===== src/rtl/alu_arbiter.sv =====
// Two-requester arbiter in front of a shared multi-cycle ALU: IDLE/SETUP/LATCH/CAPTURE/DONE sequence.
// Define ALU_ARB_FIXED_PRIO_EN for fixed priority (req0 wins); default is round-robin.
module alu_arbiter (
  input  logic        clk,
  input  logic        rst,
  input  logic        req0,
  input  logic        req1,
  input  logic [15:0] op0_value1,
  input  logic [15:0] op0_value2,
  input  logic [15:0] op1_value1,
  input  logic [15:0] op1_value2,
  input  logic [3:0]  op0_operator,
  input  logic [3:0]  op1_operator,
  output logic        ack0,
  output logic        ack1,
  output logic [15:0] result,
  output logic [3:0]  flags,
  output logic        busy,
  output logic        alu_latch,
  output logic [15:0] alu_value1,
  output logic [15:0] alu_value2,
  output logic [3:0]  alu_operator,
  input  logic [15:0] alu_result,
  input  logic [3:0]  alu_flags
);

  typedef enum logic [2:0] {
    IDLE    = 3'd0,
    SETUP   = 3'd1,
    LATCH   = 3'd2,
    CAPTURE = 3'd3,
    DONE    = 3'd4
  } state_t;

  state_t state;
  state_t state_nxt;
  logic   grant;      // 0 = requester 0 owns the in-flight operation
  logic   winner;
  logic   any_req;
  logic   latch_nxt;
  logic   ack0_nxt;
  logic   ack1_nxt;
  logic   busy_nxt;

  assign any_req = req0 | req1;

`ifdef ALU_ARB_FIXED_PRIO_EN
  assign winner = ~req0;
`else
  logic last_grant;

  // Contention goes to whoever was not served last; a lone request always wins.
  always_comb begin
    winner = ~req0;
    if (req0 && req1) begin
      winner = ~last_grant;
    end
  end

  always_ff @(posedge clk or posedge rst) begin
    if (rst) begin
      last_grant <= 1'b1;
    end else if (state == IDLE && any_req) begin
      last_grant <= winner;
    end
  end
`endif

  // State register
  always_ff @(posedge clk or posedge rst) begin
    if (rst) begin
      state <= IDLE;
    end else begin
      state <= state_nxt;
    end
  end

  // Next-state logic
  always_comb begin
    state_nxt = state;
    case (state)
      IDLE:    if (any_req) state_nxt = SETUP;
      SETUP:   state_nxt = LATCH;
      LATCH:   state_nxt = CAPTURE;
      CAPTURE: state_nxt = DONE;
      DONE:    state_nxt = IDLE;
      default: state_nxt = IDLE;
    endcase
  end

  // Output decode from the next state so the registered outputs line up with the state
  always_comb begin
    latch_nxt = 1'b0;
    ack0_nxt  = 1'b0;
    ack1_nxt  = 1'b0;
    busy_nxt  = (state_nxt != IDLE);
    case (state_nxt)
      LATCH:   latch_nxt = 1'b1;
      DONE: begin
        ack0_nxt = ~grant;
        ack1_nxt = grant;
      end
      default: ;
    endcase
  end

  always_ff @(posedge clk or posedge rst) begin
    if (rst) begin
      alu_latch <= 1'b0;
      ack0      <= 1'b0;
      ack1      <= 1'b0;
      busy      <= 1'b0;
    end else begin
      alu_latch <= latch_nxt;
      ack0      <= ack0_nxt;
      ack1      <= ack1_nxt;
      busy      <= busy_nxt;
    end
  end

  // Operands are frozen at the grant edge; result/flags only move on CAPTURE.
  always_ff @(posedge clk or posedge rst) begin
    if (rst) begin
      grant        <= 1'b0;
      alu_value1   <= 16'h0000;
      alu_value2   <= 16'h0000;
      alu_operator <= 4'h0;
      result       <= 16'h0000;
      flags        <= 4'h0;
    end else begin
      if (state == IDLE && any_req) begin
        grant        <= winner;
        alu_value1   <= winner ? op1_value1 : op0_value1;
        alu_value2   <= winner ? op1_value2 : op0_value2;
        alu_operator <= winner ? op1_operator : op0_operator;
      end
      if (state == CAPTURE) begin
        result <= alu_result;
        flags  <= alu_flags;
      end
    end
  end

endmodule

===== config.mk =====
export PLATFORM = sky130hd
export DESIGN_NAME = alu_arbiter
export DESIGN_NICKNAME = d
export VERILOG_FILES = /design/src/rtl/alu_arbiter.sv
export SDC_FILE = /design/constraint.sdc
export NUM_CORES = 1
export LEC_CHECK = 0
export ABC_AREA = 1
export BUFFER_PORTS_ARGS = -buffer_cell sky130_fd_sc_hd__clkbuf_2
export CAP_MARGIN = 20
export CORE_MARGIN = 1.5
export CORE_UTILIZATION = 40
export CTS_CLUSTER_SIZE = 20
export DETAILED_ROUTE_END_ITERATION = 6
export PLACE_DENSITY = 0.82
export SKIP_LAST_GASP = 1
export SLEW_MARGIN = 10
export SYNTH_ARGS = -nofsm -noshare
export SYNTH_HDL_FRONTEND = slang
export SYNTH_SLANG_ARGS = --single-unit

===== constraint.sdc =====
create_clock -name clk -period 2.3 [get_ports clk]
set_clock_uncertainty 0.2 [all_clocks]
set_input_delay 0.345 -clock clk [delete_from_list [all_inputs] [get_ports clk]]
set_output_delay 0.345 -clock clk [all_outputs]
set_load 0.01 [all_outputs]

## Yosys cells after proc, flatten, opt, wreduce, memory -nomap -nowiden

Index checks and enable logic that the tools add are counted.

| cells by class | value |
|---|---|
| reductions and logical operators | 4 |
| mux-type cells | 9 |
| bitwise gates (word level) | 4 |
| equality and inequality tests | 5 |

Operators by type and width:

| cell | count |
|---|---|
| $mux 16 | 2 |
| $pmux 3 s4 | 1 |
| $eq 3x2->1 const B | 3 |
| $mux 1 | 4 |
| $mux 4 | 1 |
| $eq 3x1->1 const B | 1 |
| $eq 3x3->1 const B | 1 |
| $logic_not 3->1 | 1 |
| $mux 3 | 1 |
| $not 1->1 | 3 |
| $reduce_bool 3->1 | 1 |
| $logic_and 1x1->1 | 2 |
| $or 1x1->1 | 1 |

| storage, ports and cells | value |
|---|---|
| bits in registers | 65 |
| logic and storage cells | 34 |
| input bits | 96 |
| output and inout port bits | 60 |

## Depth between registers and ports, before layout

Gate-level depths: netlist of the first run.

| logic depth | value |
|---|---|
| depth after elaboration | 5 |
| depth in mapped cells | 7 |
| gate-level depth less buffers | 6 |

## Least setup slack after synthesis of the first run

Ideal clock, no wire load.

| path | value |
|---|---|
| path type | register -> register |
| from | register last_grant |
| to | register alu_operator[2] |
| data arrival time | 1158 ps |
| cell stages (with the launch flop) | 7 |
| period minus slack after synthesis | 1476 ps |
| data required time | 1982 ps |
| setup slack | 824 ps |
| path buffers | 1 |
| cell sequence | dfstp_2 inv_1 nand2_2 clkbuf_1 nand3_1 nand3_1 nand2_1 |

| on the way | value |
|---|---|
| cells in the longest elaborated chain, start to end | 3 |

Ends and longest elaborated chain:

| item | line | text |
|---|---|---|
| start, declared | 50 | `logic last_grant;` |
| start signal, assigned | 64 | `last_grant <= winner;` |
| $not 1->1 | 56 | `winner = ~last_grant;` |
| $mux 1 | 55 | `if (req0 && req1) begin` |
| $mux 4 | 135 | `alu_operator <= winner ? op1_operator : op0_operator;` |
| end signal, assigned | 135 |  |
| end, declared | 22 | `output logic [3:0] alu_operator,` |

Every way passes these cells.
A chain may end at the register's enable or synchronous reset.

## Final worst setup path of the first run

| path | value |
|---|---|
| from | register state[0] |
| to | register alu_operator[3] |

| on the way | value |
|---|---|
| cells in the longest elaborated chain, start to end | 2 |

Ends and longest elaborated chain:

| item | line | text |
|---|---|---|
| start, declared | 35 | `state_t state;` |
| start signal, assigned | 74 | `state <= state_nxt;` |
| $logic_not 3->1 | 131 | `if (state == IDLE && any_req) begin` |
| $logic_and 1x1->1 | 131 |  |

Every way passes these cells.

==> results of run 1 <==
[routing by layer]
layer / track usage (%) / routed length [microns] / vias up
li1: - / - / 1606
met1: 26.44 / 3722 / 1465
met2: 36.13 / 4324 / 130
met3: 4.271 / 486 / 13
met4: 9.245 / 128 / 0
met5: 0 / 0 / -
[power groups by stage]
| stage | Clock (mW) | Combinational [mW] | Sequential [mW] |
|---|---|---|---|
| after floorplan | 0 | 1.16 | 2.26 |
| after global placement | 0 | 2.12 | 2.05 |
| after detailed placement | 0 | 2.20 | 2.06 |
| after CTS | 1.01 | 2.26 | 2.05 |
| after global routing | 1.06 | 2.52 | 2.11 |
| final | 0.983 | 2.25 | 2.05 |
[cell type report]
cell class / instances / area [sq um] / share of cell area (%)
Sequential cell: 65 / 1628 / 37.10
Multi-Input combinational cell: 258 / 1086 / 24.75
Timing Repair Buffer: 181 / 1046 / 23.84
Inverter: 79 / 296.5 / 6.758
Tap cell: 102 / 127.6 / 2.908
Clock buffer: 9 / 123.9 / 2.823
Clock inverter: 7 / 80.08 / 1.825
[state kept, by name (all words and copies together) (netlist names)]
signal and flops:
flags 4, state 3, busy 1, grant 1, last_grant 1, alu_value1 16, alu_value2 16, ack0 1
result 16, alu_latch 1, alu_operator 4, ack1 1
[cells in the final DEF (no fill, tap or decap)]
master / count
nand2_1: 171
clkbuf_2: 155
inv_1: 77
nand3_1: 74
dfrtp_1: 64
dlygate4sd3_1: 20
clkbuf_8: 9
buf_4: 4
nor2_1: 3
clkinv_4: 3
nor2_2: 2
nand2_2: 2
inv_2: 2
o21ai_0: 2
buf_12: 2
nor2_4: 1
nor3_1: 1
nand2b_1: 1
a21oi_1: 1
inv_8: 1
clkinvlp_4: 1
clkinv_2: 1
bufinv_16: 1
dfstp_2: 1
[worst reg2reg max path, stage by stage, from the launching register on]
cell	delay, ps
dfrtp_1	410
nor2_2	130
nand2_1	130
nor2_4	480
inv_2	410
nand2_1	160
nand2_1	70
[worst min path at each step]
| stage | startpoint | endpoint | slack, ps | cells after the start |
|---|---|---|---|---|
| 2_1_floorplan | grant$_DFFE_PP0P_ | ack0$_DFF_PP0_ | 200 | 1 |
| 3_3_place_gp | rst | alu_value1[0]$_DFFE_PP0P_ | 220 | 2 |
| 3_5_place_dp | grant$_DFFE_PP0P_ | ack0$_DFF_PP0_ | 210 | 1 |
| 4_1_cts | alu_result[6] | result[6]$_DFFE_PP0N_ | 8 | 3 |
| 5_1_grt | alu_result[6] | result[6]$_DFFE_PP0N_ | 40 | 3 |
| 6_report | alu_result[6] | result[6]$_DFFE_PP0N_ | 40 | 3 |
[what timing repair did]
item / CTS / global route
setup endpoints to repair: 36 / 0
hold buffers: 20 / 0
endpoints found under the hold margin: 43 / 0
[per-stage QoR]
stage / total power, mW / hold WS, ps
final: 5.285 / 44.09
after global routing: 5.694 / 43.32
after CTS: 5.323 / 8.170
after detailed placement: 4.259 / 214.1
after global placement: 4.167 / 216.3
after floorplan: 3.412 / 203.2
[logic make-up after synthesis]
kind of cell           after synthesis  synth area share, %
and+or+nand+nor                    254                34.08
DFF                                 65                52.10
buffers and inverters              100                13.34
AOI/OAI and AO/OA                    3               0.4804
==> impl_metrics.ini, run 1 <==
[power_and_ir_drop]
p_seq_share_pct = 38.8
power_density_nw_per_um2 = 1204
pwr-share-clk_pct = 18.6
p_sw_share_pct = 41.61
p_int_mw = 3.086
peakVddDrop_mv = 0.6763
p_leak_nw = 2.747
comb_power_share_pct = 42.6
p_sw_mw = 2.199

[floorplan]
die_h_microns = 91.38
die_area_sq_um = 8349
coreArea_sq_um = 7647
rows = 32
die_w_microns = 91.38
initial_core_util_pct = 40.85
ios = 156

[logic_synthesis]
yosysSeqAreaShare_pct = 52.10
synth_top_flop_cell = dfrtp_1
synth_area_leaders = dfrtp_1 (51%), nand2_1 (21%), nand3_1 (12%)
synth_fp_nets = 518
yosys_warnings = 0
syn_area_per_cell_sq_um = 7.403
yosys_register_bits = 65
synthCells = 422
syn_area_sq_um = 3124
synthDistinctLibCells = 18
yosys.area.top_type = dfrtp_1
synth_edf_count = 0
netlist_top_cells_count = nand2_1 (171), inv_1 (78), nand3_1 (74), dfrtp_1 (64), buf_2 (12)
post-synth-top-count-cell = nand2_1
synth_top_cell_area_share_pct = 51.26
async_flop_share_pct = 100.0

[worst_setup_path]
cp_num_buf_inv = 1
cp_cell_sequence = nor2_2 -> nand2_1 -> nor2_4 -> inv_2 -> nand2_1 -> nand2_1
critPathTopFamily = simple AND/OR/NAND/NOR gates
cpMostUsedCell = nand2_1
r2r_end = alu_operator[3]$_DFFE_PP0P_
critPathLaunch = state[0]$_DFF_PP0_
reg2reg_depth = 6
path_depth = 6
critPathKind = reg2reg
cp-start-kind = flip-flop
arrival_ps = 2120
critPathMaxStageDelay_ps = 470
timing.rr.start = state[0]$_DFF_PP0_
crit_path_top_delay_cell = nor2_4
r2r_slack_ps = 210
worst-path-max-fanout = 37
endpoint = alu_operator[3]$_DFFE_PP0P_
critPathCaptureType = flip-flop
critPathRequiredTime_ps = 2320

[run]
maxCapViolations = 0

[cts]
post_cts_buffers = 0
clk_path_buf_depth = 2
path_clk_slew_ps = 80
cts_root_buffer = clkbuf_8
cts_buffers = 9
cts.sinks = 65
cts_tree = yes
postCtsResizedCells = 0
htree_levels = 3
insertion_delay_ps = 340

[finish]
area_growth_pct = 40.45
fillers = 704
drive_above_1_share_pct = 30.88
n_antenna_cell = 0
instances_no_fill = 701
final_area_sq_um = 4388
finish.utilization_pct = 57.38
final_nets = 690

[route]
drt_iter0_drc = 157
drt-pass1-iter-count = 5
wl_per_cell_microns = 12.36
antenna_left = 0
drc = 0
routed_wl_mm = 8.661
via_per_inst = 4.585
vias = 3214

[placement]
hpwl_mm = 5.646
gp_congestion = 0.7851
placed_cells = 664
dp_slack_ps = -42.80
place_area_sq_um = 3978
port_buffers = 155

[global_route]
grt_first_pass_wirelength_mm = 14.19
track_usage_pct = 21.39
gr-total-overflow = 0
antenna_found_initial = 0
grt_max_degree = 38
grt_pass1_vias = 3167

[timing]
finalCritPeriodShare_pct = 91.07
setup_ws_ps = 205.4
tns_ps = 0
max_slew.worst_pin.slew_ps = 925.5
fmax_mhz = 477.4
min_period_ps = 2095
drv_slew = 0
rsz0062_at_grt = false
final_hold_viol_count = 0
slew_headroom_pct = 38.24
finalSetupViolCount = 0

[hold_path]
min_path_type = in2reg

[status]
status = finished clean
Power figures use the tool's default switching activity.
==> run 2, diff against run 1 <==
--- a/config.mk
+++ b/config.mk
@@ -9,10 +9,10 @@
 export BUFFER_PORTS_ARGS = -buffer_cell sky130_fd_sc_hd__clkbuf_2
 export CAP_MARGIN = 20
 export CORE_MARGIN = 1.5
-export CORE_UTILIZATION = 40
+export CORE_UTILIZATION = 41
 export CTS_CLUSTER_SIZE = 20
 export DETAILED_ROUTE_END_ITERATION = 6
-export PLACE_DENSITY = 0.82
+export PLACE_DENSITY = 0.84
 export SKIP_LAST_GASP = 1
 export SLEW_MARGIN = 10
 export SYNTH_ARGS = -nofsm -noshare
==> impl_metrics.ini, run 2 (synthesis gave the netlist of run 1 again) <==
[status]
status = finished clean

[route]
topRoutingLayerUsed = met4
vias = 3145
routed_wl_mm = 7.950
wl_per_cell_microns = 11.47
via_per_inst = 4.538
wl_met2_mm = 3.811
drt-pass1-iter-count = 6
met1Wirelength_mm = 3.425
wl_met3_microns = 564
drc = 0
drt_iter0_drc = 140
antenna_left = 0

[finish]
top_regs = alu_value1 x16, alu_value2 x16, result x16
regArea_sq_um = 1628
layout_common_cells = nand2_1 (171), clkbuf_2 (155), inv_1 (77), nand3_1 (74), dfrtp_1 (64)
multiInputGateArea_sq_um = 1080
fillers = 651
n_antenna_cell = 0
final_nets = 685
drive_above_1_share_pct = 31.14
instances_no_fill = 693
final_common_cell = nand2_1
area_growth_pct = 39.57

[worst_setup_path]
worst-path-max-fanout = 23
crit_path_top_delay_cell = inv_1
critPathKind = reg2reg
critPathMaxStageDelay_ps = 480
timing.rr.start = state[2]$_DFF_PP0_
critPathCaptureType = flip-flop
cp_cell_sequence = inv_1 -> nand3_1 -> buf_4 -> inv_1 -> nand2_1 -> nand2_1
critPathLaunch = state[2]$_DFF_PP0_
cp-start-kind = flip-flop
critPathRequiredTime_ps = 2370
arrival_ps = 1810

[hold_path]
worstHoldStart = alu_result[3]
min_path_type = in2reg

[timing]
drv_slew = 0
min_period_ps = 1740
fmax_mhz = 574.6
finalSetupViolCount = 0
tns_ps = 0
slew_headroom_pct = 53.62
rsz0062_at_grt = false
max_slew.worst_pin.slew_ps = 693.3
final_hold_viol_count = 0
finalCritPeriodShare_pct = 75.67

[placement]
hpwl_mm = 5.564
placed_cells = 662
gp_congestion = 0.8569
port_buffers = 155

[cts]
cts_tree = yes
cts.sinks = 65
insertion_delay_ps = 330
clk_path_buf_depth = 2
cts_root_buffer = clkbuf_8
path_clk_slew_ps = 70
post_cts_buffers = 0
cts_buffers = 9
htree_levels = 3

[global_route]
grt_first_pass_wirelength_mm = 13.61
gr-total-overflow = 0
grt_pass1_vias = 3105
track_usage_pct = 20.72
antenna_found_initial = 0
grt_max_degree = 40

[floorplan]
coreArea_sq_um = 7331
die_w_microns = 90.30
ios = 156
die_area_sq_um = 8153
initial_core_util_pct = 42.62
die_h_microns = 90.30
rows = 31

[power_and_ir_drop]
power_density_nw_per_um2 = 1232
p_leak_nw = 2.745
peakVddDrop_mv = 0.6053
finalPower_mw = 5.372

[run]
maxCapViolations = 0
## run 2: stage by stage
step	utilization [%]	setup slack (ps)	instance area, sq um	hold slack (ps)
final	59.48	559.6	4360	12.06
after global routing	59.48	393.6	4360	5.112
after CTS	59.34	563.9	4350	0.7362
after detailed placement	54.31	579.4	3981	43.24
after global placement	54.31	629.1	3981	45.00
after floorplan	-	130.2	3124	203.2
## run 2: final cells by class
class	instances	area share [%]
flip-flops and latches	65	37.33
multi-input cells	257	24.76
repair buffers	177	23.01
inverters	79	6.801
clock buffers	11	3.472
well taps	99	2.841
clock inverters	5	1.779
## run 2: what timing repair did
item,4_1_cts,5_1_grt
hold buffers,14,1
hold endpoints to repair,65,1
gates resized for setup,0,0
setup endpoints to repair,0,0
## run 2: layer usage
metal / track usage [%] / vias up
li1: - / 1588
met1: 25.07 / 1398
met2: 34.66 / 140
met3: 6.397 / 19
met4: 7.804 / 0
met5: 0 / -
## run 2: worst paths after layout
kind                                               end  slack [ps]  depth (start not counted)
min in group asynchronous    alu_value1[2]$_DFFE_PP0P_         250                          3
min                              result[3]$_DFFE_PP0N_          10                          3
max                              result[8]$_DFFE_PP0N_         560                          6
min reg2reg                             busy$_DFF_PP0_         260                          1
max in group asynchronous  alu_operator[0]$_DFFE_PP0P_        1130                          4
max reg2reg                      result[8]$_DFFE_PP0N_         560                          6
## run 2: power breakdown
part           total, mW  switching [mW]  leakage (nW)  internal [mW]
combinational       2.24            1.36          1.83          0.874
sequential          2.05           0.331         0.795           1.72
clock               1.08           0.416         0.115          0.666
total               5.37            2.11          2.74           3.26
## run 2: worst max-delay path, delay by kind of cell, from the launching register on
family	cells	cell delay (ps)
AND/OR/NAND/NOR	3	300
flip-flops	1	400
buffers and inverters	3	790
==> run 3, diff against run 2 <==
--- a/config.mk
+++ b/config.mk
@@ -12,7 +12,7 @@
 export CORE_UTILIZATION = 41
 export CTS_CLUSTER_SIZE = 20
 export DETAILED_ROUTE_END_ITERATION = 6
-export PLACE_DENSITY = 0.84
+export PLACE_DENSITY = 0.87
 export SKIP_LAST_GASP = 1
 export SLEW_MARGIN = 10
 export SYNTH_ARGS = -nofsm -noshare
==> constraint.sdc (replaced) <==
create_clock -name clk -period 1.4 [get_ports clk]
set_clock_uncertainty 0.2 [all_clocks]
set_input_delay 0.21 -clock clk [delete_from_list [all_inputs] [get_ports clk]]
set_output_delay 0.21 -clock clk [all_outputs]
set_load 0.01 [all_outputs]
==> impl_metrics.ini, run 3 (synthesis gave the netlist of run 1 again) <==
[status]
status = finished with violations
violations = negative setup slack

[timing]
setup_ws_ps = -63.93
slew_headroom_pct = 77.04
rsz0062_at_grt = true
min_period_ps = 1464
finalSetupViolCount = 44
finalCritPeriodShare_pct = 104.6
final_hold_viol_count = 0
max_slew.worst_pin.slew_ps = 344.4
drv_slew = 0
fmax_mhz = 683.1

[placement]
port_buffers = 155
hpwl_mm = 5.854
place_area_sq_um = 4068
gp_congestion = 0.7787
dp_slack_ps = -127.7

[finish]
n_antenna_cell = 0
top_regs = alu_value1 x16, alu_value2 x16, result x16
drive_above_1_share_pct = 32.63
final_common_cell = nand2_1
regArea_sq_um = 1628
multiInputGateArea_sq_um = 1131
layout_common_cells = nand2_1 (165), clkbuf_2 (155), inv_1 (74), nand3_1 (73), dfrtp_1 (64)
area_growth_pct = 65.84
final_area_sq_um = 5181
fillers = 550
final_nets = 753

[cts]
cts.sinks = 65
cts_buffers = 9
clk_path_buf_depth = 2
path_clk_slew_ps = 80
insertion_delay_ps = 330
cts_root_buffer = clkbuf_8
htree_levels = 3
cts_tree = yes

[worst_setup_path]
cp-start-kind = flip-flop
critPathCaptureType = flip-flop
critPathRequiredTime_ps = 1470
arrival_ps = 1540
critPathKind = reg2reg
worst-path-max-fanout = 7

[route]
drc = 0
wl_per_cell_microns = 14.34
drt_iter0_drc = 229
vias = 3669
drt-pass1-iter-count = 5
via_per_inst = 4.821
antenna_left = 0
routed_wl_mm = 10.91

[floorplan]
die_area_sq_um = 8153
die_h_microns = 90.30
initial_core_util_pct = 42.62
ios = 156
die_w_microns = 90.30
coreArea_sq_um = 7331
rows = 31

[power_and_ir_drop]
power_density_nw_per_um2 = 1902
peakVddDrop_mv = 1.095
p_leak_nw = 3.085

[global_route]
track_usage_pct = 25.27
grt_first_pass_wirelength_mm = 16.31
grt_max_degree = 66
grt_pass1_vias = 3603
antenna_found_initial = 0
gr-total-overflow = 0

[run]
maxCapViolations = 0

[hold_path]
min_path_type = in2reg
[run 3: critical path, cell delays in order, from the launching register on]
cell	delay, ps
dfstp_2	530
inv_2	50
nand2_4	140
nand2_8	100
clkbuf_16	180
nand2_1	70
nand3_1	80
nand2_1	70
[run 3: final cells by class]
class                      count  area share, %
timing repair buffer         242          33.66
sequential                    65          31.42
multi-input combinational    257          21.83
inverter                      79          5.868
clock buffer                   9          2.391
tap                           99          2.391
clock inverter                 7          2.004
timing repair inverter         3         0.4347
[run 3: per-stage QoR]
step           instances  hold WS (ps)  setup TNS, ps  utilization (%)  power, mW
2_1_floorplan        422         119.6          -1536                -      5.607
3_3_place_gp         668         113.9         -223.9            55.49      7.095
3_5_place_dp         668         127.9          -2737            55.49      7.266
4_1_cts              752        0.4991          -1040            67.93      9.408
5_1_grt              761         16.08          -4981            70.68      10.53
6_report             761         7.525          -1782            70.68      9.855
[run 3: final timing paths]
| check | startpoint | endpoint | slack [ps] | cells after the start |
|---|---|---|---|---|
| min | op1_value1[7] | alu_value1[7]$_DFFE_PP0P_ | 8 | 5 |
| max in group asynchronous | rst | last_grant$_DFFE_PP1P_ | 370 | 4 |
| max | last_grant$_DFFE_PP1P_ | alu_value2[11]$_DFFE_PP0P_ | -60 | 7 |
| max reg2reg | last_grant$_DFFE_PP1P_ | alu_value2[11]$_DFFE_PP0P_ | -60 | 7 |
| min reg2reg | grant$_DFFE_PP0P_ | ack0$_DFF_PP0_ | 240 | 1 |
| min in group asynchronous | rst | result[7]$_DFFE_PP0N_ | 310 | 4 |
[run 3: timing repair]
action                                  4_1_cts  5_1_grt
pin swaps                                     2        4
cloned                                        2        6
resized for setup                             7       17
hold buffers                                 62        0
endpoints found under the hold margin       116        0
buffers inserted                              4        3
endpoints found under the setup margin       59       62
[run 3: metal layers]
metal / global-route usage [%] / up-vias / share of wire (%)
met4: 12.57 / 0 / 3.4
li1: - / 1733 / -
met1: 27.72 / 1685 / 38
met5: 0 / - / 0
met2: 46.34 / 213 / 51
met3: 4.798 / 38 / 7.1
[run 3: where the power goes]
part           leakage, nW  internal (mW)  switching (mW)
Combinational         2.18           2.05            2.65
Sequential           0.795           2.83           0.533
Clock                0.114           1.02           0.774
Total                 3.08           5.90            3.96
